### src/rtl/jk_bank_driver.sv
`default_nettype none
// ============================================================================
// jk_bank_driver : computes minimal J/K excitation to move an external JK
//                  flop bank to a target word, then verifies the Q feedback.
// Rev 1.0
// ============================================================================
module jk_bank_driver #(
  parameter int WIDTH  = 4,
  parameter int SETTLE = 2
) (
  input  logic             CLK,
  input  logic             RN,
  input  logic             tgt_valid,
  input  logic [WIDTH-1:0] tgt_data,
  input  logic             tgl_mode,
  output logic             tgt_ready,
  input  logic [WIDTH-1:0] q_fb,
  output logic [WIDTH-1:0] J,
  output logic [WIDTH-1:0] K,
  output logic             busy,
  output logic             done,
  output logic             err,
  output logic [WIDTH-1:0] err_mask
);

  localparam logic [1:0] c_st_idle   = 2'd0;
  localparam logic [1:0] c_st_drive  = 2'd1;
  localparam logic [1:0] c_st_settle = 2'd2;
  localparam logic [1:0] c_st_check  = 2'd3;
  localparam logic [7:0] c_settle    = 8'(SETTLE);

  logic [1:0]       r_state;
  logic [1:0]       w_next;
  logic [WIDTH-1:0] r_j;
  logic [WIDTH-1:0] r_k;
  logic [WIDTH-1:0] r_tgt;
  logic [WIDTH-1:0] r_err_mask;
  logic [7:0]       r_cnt;
  logic             r_done;
  logic             r_err;
  logic [WIDTH-1:0] w_j;
  logic [WIDTH-1:0] w_k;
  logic [WIDTH-1:0] w_mismatch;

  // Mode only shapes the excitation captured at acceptance, so it needs no latch.
  always_comb begin
    w_j = '0;
    w_k = '0;
    if (tgl_mode) begin
      w_j = q_fb ^ tgt_data;
      w_k = q_fb ^ tgt_data;
    end else begin
      w_j = ~q_fb & tgt_data;
      w_k = q_fb & ~tgt_data;
    end
  end

  assign w_mismatch = q_fb ^ r_tgt;

  always_ff @(posedge CLK or negedge RN) begin
    if (!RN) begin
      r_state    <= c_st_idle;
      r_j        <= '0;
      r_k        <= '0;
      r_tgt      <= '0;
      r_cnt      <= '0;
      r_done     <= 1'b0;
      r_err      <= 1'b0;
      r_err_mask <= '0;
    end else begin
      r_state <= w_next;
      r_done  <= (r_state == c_st_check);
      r_j     <= '0;
      r_k     <= '0;
      case (r_state)
        c_st_idle: begin
          if (tgt_valid) begin
            r_j   <= w_j;
            r_k   <= w_k;
            r_tgt <= tgt_data;
          end
        end
        c_st_drive:  r_cnt <= c_settle;
        c_st_settle: r_cnt <= r_cnt - 8'd1;
        c_st_check: begin
          r_err_mask <= w_mismatch;
          r_err      <= |w_mismatch;
        end
        default: ;
      endcase
    end
  end

  always_comb begin
    w_next = r_state;
    case (r_state)
      c_st_idle:   if (tgt_valid) w_next = c_st_drive;
      c_st_drive:  w_next = c_st_settle;
      c_st_settle: if (r_cnt == 8'd1) w_next = c_st_check;
      c_st_check:  w_next = c_st_idle;
      default:     w_next = c_st_idle;
    endcase
  end

  always_comb begin
    tgt_ready = (r_state == c_st_idle);
    busy      = (r_state != c_st_idle);
    J         = r_j;
    K         = r_k;
    done      = r_done;
    err       = r_err;
    err_mask  = r_err_mask;
  end

endmodule
`default_nettype wire
### config.mk
export PLATFORM = sky130hd
export DESIGN_NAME = jk_bank_driver
export DESIGN_NICKNAME = d
export VERILOG_FILES = /design/src/rtl/jk_bank_driver.sv
export SDC_FILE = /design/constraint.sdc
export NUM_CORES = 1
export LEC_CHECK = 0
export CAP_MARGIN = 20
export CELL_PAD_IN_SITES_DETAIL_PLACEMENT = 1
export CELL_PAD_IN_SITES_GLOBAL_PLACEMENT = 2
export CORE_ASPECT_RATIO = 0.9
export CORE_UTILIZATION = 35
export CTS_CLUSTER_DIAMETER = 120
export CTS_CLUSTER_SIZE = 40
export DETAILED_ROUTE_END_ITERATION = 10
export HOLD_SLACK_MARGIN = 0.06
export PLACE_DENSITY = 0.82
export SLEW_MARGIN = 20
export SYNTH_ARGS = -nofsm -noshare
export SYNTH_HDL_FRONTEND = slang
export SYNTH_SLANG_ARGS = --single-unit
### constraint.sdc
create_clock -name CLK -period 4.6 [get_ports CLK]
set_clock_uncertainty 0.2 [all_clocks]
set_input_delay 0.92 -clock CLK [delete_from_list [all_inputs] [get_ports CLK]]
set_output_delay 0.92 -clock CLK [all_outputs]
set_load 0.02 [all_outputs]
==> reports/qor.txt, run 1 <==
RSZ-0062 raised after global routing -> no
hold path cells -> 2
core area -> 0.00378 sq mm
I/O pins -> 28
final WL -> 3000 um
internal power -> 376 uW
flop-to-flop setup slack -> 2.45 ns
most frequent CP cell -> inv_1
max incr delay on CP -> 0.61 ns
pin count of the biggest net entering global routing -> 29
Worst setup SP type -> register
fin crit share -> 61.0%
worst slew pin tran -> 0.447 ns
Clk pin slew, worst setup/hold paths -> 0.10 ns
Synth Cell Area -> 0.00142 sq mm
DR WL/cell -> 14.7 um
Max-slew headroom -> 70.1%
Max Cap Violations -> 0
Antenna Nets Post-Route -> 0
Crit Path Category -> reg -> out
RR Endpoint -> r_cnt[5]
Hold Buf Count CTS -> 0
Register-to-Register Path Depth -> 5
clk buf depth -> 2
DIE HEIGHT -> 62.4 um
CP endpoint kind -> output port
Hold Vio Cnt, Final -> 0
met1 Usage GRT -> 19.3%
WP data arrival -> 1.68 ns
P per Cell Area -> 259 mW/mm^2
Sw Share -> 19.6%
Synth Flop Type -> dfrtp_1
Sw Pwr -> 91.6 uW
min cycle time layout -> 2.80 ns
M2 GR Usage -> 27.8%
clk_lat worst skew -> 0.28 ns
CTS tree -> done
first-pass GRT wire length -> 5440 um
Slowest-stage cell, CP -> clkdlybuf4s50_1
DRC errors left -> 0
Mapped Cells -> 130
IO Port Bufs -> 27
Final Total Pwr -> 467 uW
Initial DRC Count -> 29
met3 Use GR -> 4.55%
vias in the first global route -> 1138
area delta synth->final -> 27.4%
HP Class -> reg -> reg
Synth warnings -> 0
cell chain of the critical path -> inv_1 -> ha_1 -> inv_1 -> clkdlybuf4s50_1
Stages on worst setup path -> 4
Total GRT Usage -> 15.7%
row cnt -> 21
GP Congestion -> 0.790
EDFF count, synth -> 0
CP Buf/Inv Count -> 3
Static Leak -> 0.854 nW
reg2reg start -> r_state[0]
post-synthesis sequential area ratio -> 49.5%
ys async rst share -> 100%
commonest non-fill, non-tap cell in the layout -> dfrtp_1
area leader, netlist -> dfrtp_1
Yosys top cell area share -> 49.5%
post-cts resize count -> 0
Final TNS setup -> 0 ns
grt peak-use layer -> met2
Nets -> 184
layout cells sized above 1 -> 8.23%
CTS Sinks -> 28
logic gate share of total power -> 6.0%
DRT Pass-1 Iters -> 4
Max VDD drop -> 0.131 mV
most frequent cells in the layout -> dfrtp_1, clkdlybuf4s50_1, inv_1, ha_1, nand2_1
DIE WIDTH -> 69.1 um
ranking of synthesized cells by area -> dfrtp_1, ha_1, inv_1
initial core utilization -> 37.4%
Setup violations, final -> 0
TritonCTS Buffers -> 3
hpwl dp -> 2310 um
clock network fraction of total power -> 41.3%
Max FO, Critical Path -> 4
Hold Path Origin -> r_tgt[3]
via count -> 1051
Synthesized Nets -> 155
FF+latch count, synth -> 28
die area -> 0.00431 sq mm
H-tree depth -> 1
CP Data Required Time -> 3.48 ns
max-slew violations -> 0
Netlist cell types -> 33
outcome -> finished clean
initial antenna violation count -> 0
hold path endpoint -> r_tgt[3]
Post-CTS Repair Setup Buffers -> 0
Flop pwr share -> 52.6%
gr ovfl total -> 0
Antenna Cells -> 0
syn avg cell area -> 10.9 sq um
Top Family by Delay on Critical Path -> buffers and inverters
vias per cell -> 5.15
fmax -> 357 MHz
CTS Root Cell -> clkbuf_8
[flip-flops by register name (all words and copies together) (netlist names)]
name,cells
r_cnt,8
J,4
K,4
err_mask,4
r_tgt,4
r_state,2
done,1
err,1
[routing by layer]
metal | wire length, um | vias to the layer above
met2 | 1540 | 21
met4 | 12 | 0
met5 | 0 | -
met1 | 1320 | 530
li1 | - | 498
met3 | 130 | 2
[area by class of cell]
cell class | count | area (sq um)
tap | 46 | 57.6
inverter | 15 | 56.3
multi-input combinational | 83 | 641
clock inverter | 1 | 30.0
clock buffer | 3 | 41.3
sequential | 28 | 701
timing repair buffer | 28 | 278
fill | 402 | 1980
[worst register-to-register path: cells and delay by family (launching register included)]
family	cells	cell delay [ns]
AND/OR/NAND/NOR	2	0.84
flip-flops	1	0.39
adder cells (fa/ha/maj)	1	0.44
AO/OA/AOI/OAI	1	0.14
buffers and inverters	1	0.08
[worst max path at each step]
stage,start,end
2_1_floorplan,r_state[0],busy
3_3_place_gp,r_state[0],busy
3_5_place_dp,r_state[0],busy
4_1_cts,r_state[0],busy
5_1_grt,r_state[1],busy
6_report,r_state[0],busy
[cells in the mapped netlist, types with 3 or more instances]
master,count
xor2_1,4
nand2b_1,4
nand2_1,9
nor4_1,3
mux2i_1,4
o21ai_0,7
mux2_2,4
clkbuf_1,3
dfrtp_1,28
o21a_1,6
ha_1,13
a21oi_1,7
inv_1,15
[power groups by stage]
stage          clock (mW)  sequential, mW  combinational, mW
2_1_floorplan           0           0.251            0.00832
3_3_place_gp            0           0.251             0.0274
3_5_place_dp            0           0.251             0.0285
4_1_cts             0.201           0.246             0.0289
5_1_grt             0.213           0.246             0.0320
6_report            0.193           0.246             0.0281
[per-stage QoR]
stage	worst slack [ns]	cell area [sq um]	util (%)	std cells	hold WS, ns
after CTS	1.77	1800	47.7	204	0.320
after global placement	2.15	1730	45.8	200	0.287
after detailed placement	2.10	1730	45.8	200	0.296
after floorplan	2.55	1420	-	130	0.269
final	1.80	1800	47.7	204	0.320
after global routing	1.70	1800	47.7	204	0.345
[cell families (layout without fill, tap and decap cells)]
family                     Yosys count  after routing  share of synthesized area (%)
AOI/OAI and AO/OA                   30             30                           14.4
DFF                                 28             28                           49.5
and+or+nand+nor                     28             28                           10.9
buffers and inverters               19             47                           5.30
adders and majority gates           13             13                           11.5
muxes                                8              8                           6.01
xor gates and xnor gates             4              4                           2.47
No activity file was read; power rests on OpenSTA's default activity.
==> inputs of run 2 (changes only) <==
Settings changed: CORE_UTILIZATION 35 to 29, PLACE_DENSITY 0.82 to 0.72.
Clock period 4.6 ns to 2.5 ns, I/O delays scaled along.
==> run 2 against run 1 <==
Combinational power is 83% higher. Worst hold slack worse by 0.0080 ns. Sequential cell count is the same. Critical path depth fell by 1. Die area grew 20%. Design area fell by 0.42%. Clock power rose by 26%. Routed wire length is 5.1% higher. First-iteration DRC count rose by 110%. Register-to-register slack got worse by 2.1 ns. Power grew 60%. Non-clock buffer count stayed put. Largest power group unchanged.
==> reports/qor.txt, run 2 (synthesis results as in run 1) <==
outcome -> finished clean
Antenna Cells -> 0 (unchanged)
DRT Pass-1 Iters -> 4 (unchanged)
CTS tree -> done
fill cell count -> 509 (+27%)
Nets -> 184 (unchanged)
max reg flops -> 8 (unchanged)
I/O pins -> 28 (unchanged)
initial antenna violation count -> 0 (unchanged)
Max Cap Violations -> 0 (unchanged)
P per Cell Area -> 415 mW/mm^2 (+60%)
WP data arrival -> 1.61 ns (-0.07 ns)
pin count of the biggest net entering global routing -> 29 (unchanged)
vias in the first global route -> 1098 (-3.5%)
hpwl dp -> 2430 um (+5.4%)
placed inst area -> 0.00175 sq mm (+1.2%)
Sw Share -> 21.7% (+2.1 points)
IO Port Bufs -> 27 (unchanged)
GP Congestion -> 0.894 (+13%)
vias per cell -> 4.75 (-7.7%)
Total GRT Usage -> 14.2% (-1.5 points)
die area -> 0.00517 sq mm (+20%)
Hold Buf Count CTS -> 0 (unchanged)
Clk pin slew, worst setup/hold paths -> 0.09 ns (about the same)
min cycle time layout -> 2.31 ns
Antenna Nets Post-Route -> 0 (unchanged)
clk buf depth -> 2 (unchanged)
worst slew pin tran -> 0.464 ns (+0.0169 ns)
H-tree depth -> 1 (unchanged)
Max-slew headroom -> 69.0% (-1.2 points)
Max VDD drop -> 0.330 mV (+150%)
DRC errors left -> 0 (unchanged)
clk_lat worst skew -> 0.27 ns (about the same)
clock network fraction of total power -> 32.5% (-8.8 points)
area of the multi-input gates -> 641 sq um (unchanged)
Flop pwr share -> 60.6% (+8.0 points)
logic gate share of total power -> 6.9% (+0.9 points)
CTS Root Cell -> clkbuf_8
Final Total Pwr -> 746 uW (+60%)
Sw Pwr -> 162 uW (+77%)
area delta synth->final -> 26.9%
max-slew violations -> 0 (unchanged)
RSZ-0062 raised after global routing -> no
final WL -> 3160 um (+5.1%)
RR Endpoint -> r_cnt[7]
fmax -> 432 MHz
fin crit share -> 92.6%
TritonCTS Buffers -> 3 (unchanged)
Setup violations, final -> 0 (unchanged)
Worst setup SP type -> register
CTS Sinks -> 28 (unchanged)
most frequent cells in the layout -> dfrtp_1, clkdlybuf4s50_1, inv_1, ha_1, nand2_1
Register-to-Register Path Depth -> 5 (unchanged)
Crit Path Category -> reg -> out
first-pass GRT wire length -> 5390 um (-1.0%)
HP Class -> reg -> reg
Hold Path Origin -> r_tgt[0]
DIE WIDTH -> 75.7 um (+9.6%)
DR WL/cell -> 14.4 um (-2.1%)
flop-to-flop setup slack -> 0.32 ns (-2.13 ns)
reg2reg start -> r_state[1]
commonest non-fill, non-tap cell in the layout -> dfrtp_1
initial core utilization -> 31.0% (-6.5 points)
sequential cell area -> 701 sq um (unchanged)
core area -> 0.00458 sq mm (+21%)
layout cells sized above 1 -> 7.64% (-0.58 points)
internal power -> 584 uW (+56%)
DIE HEIGHT -> 68.3 um (+9.5%)
start point of the critical path -> r_state[0]
Critical Path End -> tgt_ready
Most flops, register -> r_cnt
Finished Cell Area -> 0.00180 sq mm (-0.42%)
Hold Vio Cnt, Final -> 0 (unchanged)
CP Data Required Time -> 1.80 ns (-1.68 ns)
Final TNS setup -> 0 ns (unchanged)
Initial DRC Count -> 62 (+110%)
row cnt -> 23 (+9.5%)
via count -> 1041 (-0.95%)
gr ovfl total -> 0 (unchanged)
Static Leak -> 0.840 nW (-1.7%)
CP endpoint kind -> output port
Max FO, Critical Path -> 4 (unchanged)
## run 2: cell count changes in the layout (fill, tap and decap cells not counted), sizes merged
cell,delta
dlymetal6s2s,+1
bufinv,-1
clkdlybuf4s50,-1
## run 2: through the flow
step | std cells | setup WS, ns | utilization (%) | hold WS, ns
6_report | 219 | 0.185 | 39.3 | 0.312
5_1_grt | 219 | 0.0513 | 39.3 | 0.341
4_1_cts | 219 | 0.115 | 39.2 | 0.319
3_5_place_dp | 216 | 0.299 | 38.3 | 0.294
3_3_place_gp | 216 | 0.465 | 38.3 | 0.286
2_1_floorplan | 130 | 0.543 | - | 0.00441
## run 2: layer usage
metal / track usage (%) / vias to the layer above / wire length [um]
li1: - / 496 / -
met1: 18.5 / 519 / 1480
met2: 23.5 / 22 / 1530
met3: 3.39 / 4 / 97
met4: 3.70 / 0 / 48
met5: 0 / - / 0
## run 2: critical path, cell delays in order, from the launching register on
cell	delay, ns
dfrtp_1	0.41
inv_1	0.08
ha_1	0.22
clkdlybuf4s50_1	0.63
## run 2: layout make-up
cell class	instances	area share [%]
Sequential cell	28	39.0
Multi-Input combinational cell	83	35.7
Timing Repair Buffer	28	15.6
Tap cell	62	4.32
Inverter	15	3.13
Clock buffer	3	2.30
## run 2: worst min path at each step
stage | to | slack [ns] | cells past startpoint
final | r_tgt[0] | 0.31 | 2
after global routing | err_mask[3] | 0.34 | 1
after CTS | r_tgt[0] | 0.32 | 2
after detailed placement | r_tgt[2] | 0.29 | 2
after global placement | r_tgt[2] | 0.29 | 2
after floorplan | J[0] | 0.004 | 0
## run 2: repair_timing
item	in CTS	in global routing
buffers inserted	0	0
gates resized for setup	0	1
endpoints found under the setup margin	0	1
## run 2: power groups by stage
stage	combinational (mW)	sequential, mW	clock, mW
2_1_floorplan	0.0153	0.462	0
3_3_place_gp	0.0496	0.461	0
3_5_place_dp	0.0527	0.461	0
4_1_cts	0.0530	0.453	0.259
5_1_grt	0.0582	0.453	0.271
6_report	0.0513	0.452	0.243
==> inputs of run 3 (changes only) <==
Settings changed: HOLD_SLACK_MARGIN 0.06 to 0.03.
==> results of run 3 <==
No change in the layout: final DEF, timing and power equal those of run 2.
